**config.mk**
```make
export PLATFORM = sky130hd
export DESIGN_NAME = branch_predict_resolve
export DESIGN_NICKNAME = d
export VERILOG_FILES = /design/src/rtl/branch_predict_resolve.sv
export SDC_FILE = /design/constraint.sdc
export NUM_CORES = 1
export LEC_CHECK = 0
export CORE_MARGIN = 3
export CORE_UTILIZATION = 25
export DETAILED_ROUTE_END_ITERATION = 7
export HOLD_SLACK_MARGIN = 0.02
export PLACE_DENSITY_LB_ADDON = 0.15
export SETUP_SLACK_MARGIN = 0.05
export SYNTH_ARGS = -nofsm -noshare
export SYNTH_HDL_FRONTEND = slang
export SYNTH_SLANG_ARGS = --single-unit
```
**constraint.sdc**
```tcl
create_clock -name clk -period 4.23 [get_ports clk]
set_clock_uncertainty 0.2 [all_clocks]
set_input_delay 0.846 -clock clk [delete_from_list [all_inputs] [get_ports clk]]
set_output_delay 0.846 -clock clk [all_outputs]
set_load 0.05 [all_outputs]
```
**src/rtl/branch_predict_resolve.sv**
```systemverilog
// branch_predict_resolve: zero-latency BEQZ/BNEZ/BLTZ/BGEZ resolve plus a 2-bit saturating BHT.
// Define BRANCH_PERF_CNT_EN to add the perf_branches/perf_mispredicts counters.
module branch_predict_resolve #(
    parameter int DATA_W    = 16,
    parameter int BHT_DEPTH = 16,
    parameter int IDX_W     = 4
) (
    input  logic              clk,
    input  logic              rst,
    input  logic [DATA_W-1:0] if_pc,
    output logic              if_pred_taken,
    input  logic              ex_valid,
    input  logic              ex_stall,
    input  logic [4:0]        ex_op,
    input  logic [DATA_W-1:0] ex_pc,
    input  logic [DATA_W-1:0] ex_rs_data,
    input  logic              ex_pred_taken,
    output logic              branch_taken,
    output logic              mispredict,
    output logic              flush_q
`ifdef BRANCH_PERF_CNT_EN
    ,
    output logic [31:0]       perf_branches,
    output logic [31:0]       perf_mispredicts
`endif
);
    logic [1:0]       bht [BHT_DEPTH];
    logic [IDX_W-1:0] rd_idx, wr_idx;
    logic [1:0]       cur, nxt;
    logic             is_br, cond;
    logic             unused_bits;
    assign unused_bits = ^{if_pc[DATA_W-1:IDX_W+1], if_pc[0], ex_pc[DATA_W-1:IDX_W+1], ex_pc[0]};
    always_comb begin
        rd_idx        = if_pc[IDX_W:1];
        wr_idx        = ex_pc[IDX_W:1];
        is_br         = ex_valid && !ex_stall && (ex_op[4:2] == 3'b011);
        // op[1] picks sign test vs zero test; op[0] inverts the sense
        cond          = ex_op[0] ^ (ex_op[1] ? ex_rs_data[DATA_W-1] : |ex_rs_data);
        cur           = bht[wr_idx];
        nxt           = cond ? ((cur == 2'b11) ? cur : cur + 2'd1)
                             : ((cur == 2'b00) ? cur : cur - 2'd1);
        branch_taken  = is_br && cond;
        mispredict    = is_br && (cond != ex_pred_taken);
        if_pred_taken = bht[rd_idx][1];
    end
    always_ff @(posedge clk) begin
        if (rst) begin
            for (int i = 0; i < BHT_DEPTH; i++) bht[i] <= 2'b01;
            flush_q <= 1'b0;
        end else begin
            if (is_br) bht[wr_idx] <= nxt;
            flush_q <= mispredict;
        end
    end
`ifdef BRANCH_PERF_CNT_EN
    always_ff @(posedge clk) begin
        if (rst) begin
            perf_branches    <= '0;
            perf_mispredicts <= '0;
        end else begin
            perf_branches    <= perf_branches + {31'd0, is_br && !(&perf_branches)};
            perf_mispredicts <= perf_mispredicts + {31'd0, mispredict && !(&perf_mispredicts)};
        end
    end
`endif
endmodule

```
==> results.toml <==
[critical_path]
worstPathArrival_ns = 2.76
critPathLaunchType = "input port"
rrSetupSlack_ns = 1.88
criticalPathCategory = "in -> out"
worstPathMaxFanout = 4
end_kind = "output port"
crit_required_ns = 3.18
r2r_start = "bht[2][1]"
r2r-end = "bht[9][0]"
rr_worst_depth = 5

[synth]
synth_commonest_cells = "edfxtp_1, nor2_1, nand2_1, nand2b_1, nand3_1"
yosysMostFrequentCell = "edfxtp_1"
yosys_warnings = 0
synth_nets = 209
synth_fa_ha_area_share_pct = 1.146
synthCells = 151
synth_top_cell_by_area = "edfxtp_1"
ys_seq_area_share_pct = 52.87
synth_top_area_share_pct = 51.79
synthSimpleGateAreaFrac_pct = 23.47
synthFlopType = "edfxtp_1"
synth-seq-cells = 33
netlist_area_um2 = 1856
synth_top_family_by_area = "simple AND/OR/NAND/NOR gates"
netlist-cell-type-count = 26
muxShareOfSynthArea_pct = 15.78
synth-xor-area-share_pct = 0.9440
synth_compound_area_share_pct = 2.900
syn_area_per_cell_um2 = 12.29
synth_area_leaders = "edfxtp_1, mux4_2, nand2b_1, nor2_1, nand3_1"
synth-edff-count = 32
async_flop_share_pct = 0

[worst_hold_path]
hold_end = "flush_q"
hold_start = "ex_pred_taken"
hold_path_depth = 3
min_path_type = "in -> reg"

[routing]
drc_errors = 0
wl_per_cell_um = 16.30
wl_um = 4728
antenna_left = 0
dr.first_iter.drc_count = 44
dr.pass1.iters = 4
via_per_inst = 4.634
vias = 1344

[sta]
slew_headroom_pct = 54.89
fin_crit_ns = 3.804
fmax_mhz = 262.9
hold_viol_final = 0
slew_violations = 0
setup_violations = 0
setup_tns_ns = 0
period_share_pct = 89.93
rsz0062_at_grt = "no"
worstMarginPinSlew_ns = 0.6737
whs_ns = 1.016
fin_ws_ns = 0.4260

[finish]
layout.nets = 251
design_area_um2 = 2456
drive_gt1_share_pct = 17.01
fillers = 731
area_growth_pct = 32.37
register_area_um2 = 980.9
multiInputGateArea_um2 = 820.8
diodes = 0

[floorplanning]
start_util_pct = 26.58
rows = 30
core_area_um2 = 6982
ios = 62
fp.dieH_um = 92.15
die_x_um = 92.15
dieArea_um2 = 8492

[grt]
grt_pass1_vias = 1444
grt-ovfl-total = 0
grt_pass1_wl_um = 7617
grt_antenna_before_repair = 0
grt.total_usage_pct = 11.93
grt_max_degree = 18

[power_and_ir_drop]
p_sw_uw = 182.5
swShare_pct = 23.39
power_density_nw_per_um2 = 317.8
leakage_uw = 0.0007547
clkPwrFrac_pct = 37.7
peakVddDrop_uv = 124.1
power_frac_comb_pct = 15.5
internal_power_uw = 597.9
seqPwrFrac_pct = 46.9

[clock_tree]
postCtsSetupBuffers = 0
clk-insertion-delay-late_ns = 0.29
holdBufCountCts = 0
cts_tree = "built"
cts_buffers = 5
cts.sinks = 33
clockRootBuffer = "clkbuf_8"
cts_max_path_buffers = 2
path_clk_slew_ns = 0.07
htree_num_levels = 2
postCtsResizedCells = 0

[placed_design]
dpl.hpwl_um = 3480
dp_slack_ns = 0.4037
place_area_um2 = 2350
portBuffers = 37
gp_congestion = 0.7297

[run_status]
status = "finished clean"

[flow_run]
maxCapViolCount = 0
-- cell type report --
cell class	instances	share of cell area [%]
Clock buffer	6	2.955
Tap cell	96	4.890
Multi-Input combinational cell	109	33.42
Sequential cell	33	39.94
Timing Repair Buffer	44	17.42
Clock inverter	2	1.375
-- stage by stage --
step | std cells | power [µW] | util (%)
global route | 290 | 807.9 | 35.18
detailed placement | 282 | 495.9 | 33.66
global placement | 282 | 492.7 | 33.66
CTS | 290 | 787.1 | 35.18
finish | 290 | 780.4 | 35.18
floorplan | 151 | 438.6 | -
-- cells by family (layout without fill, tap and decap cells) --
kind of cell / after synthesis / in the layout
AND/OR/NAND/NOR: 86 / 86
buffers and inverters: 9 / 52
multiplexers: 13 / 13
flip-flops: 33 / 33
AO/OA/AOI/OAI: 6 / 6
XOR/XNOR: 2 / 2
adder cells (fa/ha/maj): 2 / 2
-- worst max-delay path: stages --
cell and delay (ns):
clkdlybuf4s50_1 0.64, mux4_2 0.57, mux4_2 0.49, buf_4 0.21
-- state kept, by name, summed over array words and instances (netlist names) --
signal and flops:
bht 32, flush_q 1
-- power groups by stage --
| stage | clock [µW] | combinational (µW) | sequential, µW |
|---|---|---|---|
| floorplan | 0 | 66.8 | 372 |
| global placement | 0 | 120 | 373 |
| detailed placement | 0 | 122 | 373 |
| CTS | 298 | 123 | 366 |
| global route | 311 | 130 | 367 |
| finish | 294 | 121 | 366 |
-- worst max-delay path by stage --
stage / cells past startpoint / to / from
6_report: 4 / if_pred_taken / if_pc[1]
5_1_grt: 8 / mispredict / ex_rs_data[1]
4_1_cts: 4 / if_pred_taken / if_pc[1]
3_5_place_dp: 4 / if_pred_taken / if_pc[1]
3_3_place_gp: 4 / if_pred_taken / if_pc[1]
2_1_floorplan: 6 / mispredict / ex_rs_data[1]
-- cells in the final DEF (no fill, tap or decap), types with 2 or more instances in the layout --
| cell type | synthesis | layout |
|---|---|---|
| a22o_1 | 3 | 3 |
| buf_4 | 1 | 9 |
| clkbuf_8 | 0 | 5 |
| clkdlybuf4s50_1 | 0 | 34 |
| edfxtp_1 | 32 | 32 |
| mux4_2 | 13 | 13 |
| nand2_1 | 18 | 18 |
| nand2b_1 | 17 | 17 |
| nand3_1 | 16 | 16 |
| nor2_1 | 23 | 23 |
| nor2b_1 | 2 | 2 |
| nor3b_2 | 2 | 2 |
| nor4_1 | 3 | 3 |
| xor2_1 | 2 | 2 |
-- metal layers --
layer,vias to the layer above,GRT usage [%],share of wire [%]
met2,20,21.47,54
met5,-,0,0
met3,6,3.199,2.8
met1,669,13.67,42
li1,649,-,-
met4,0,3.837,1.3
(Power assumes the default switching activity.)
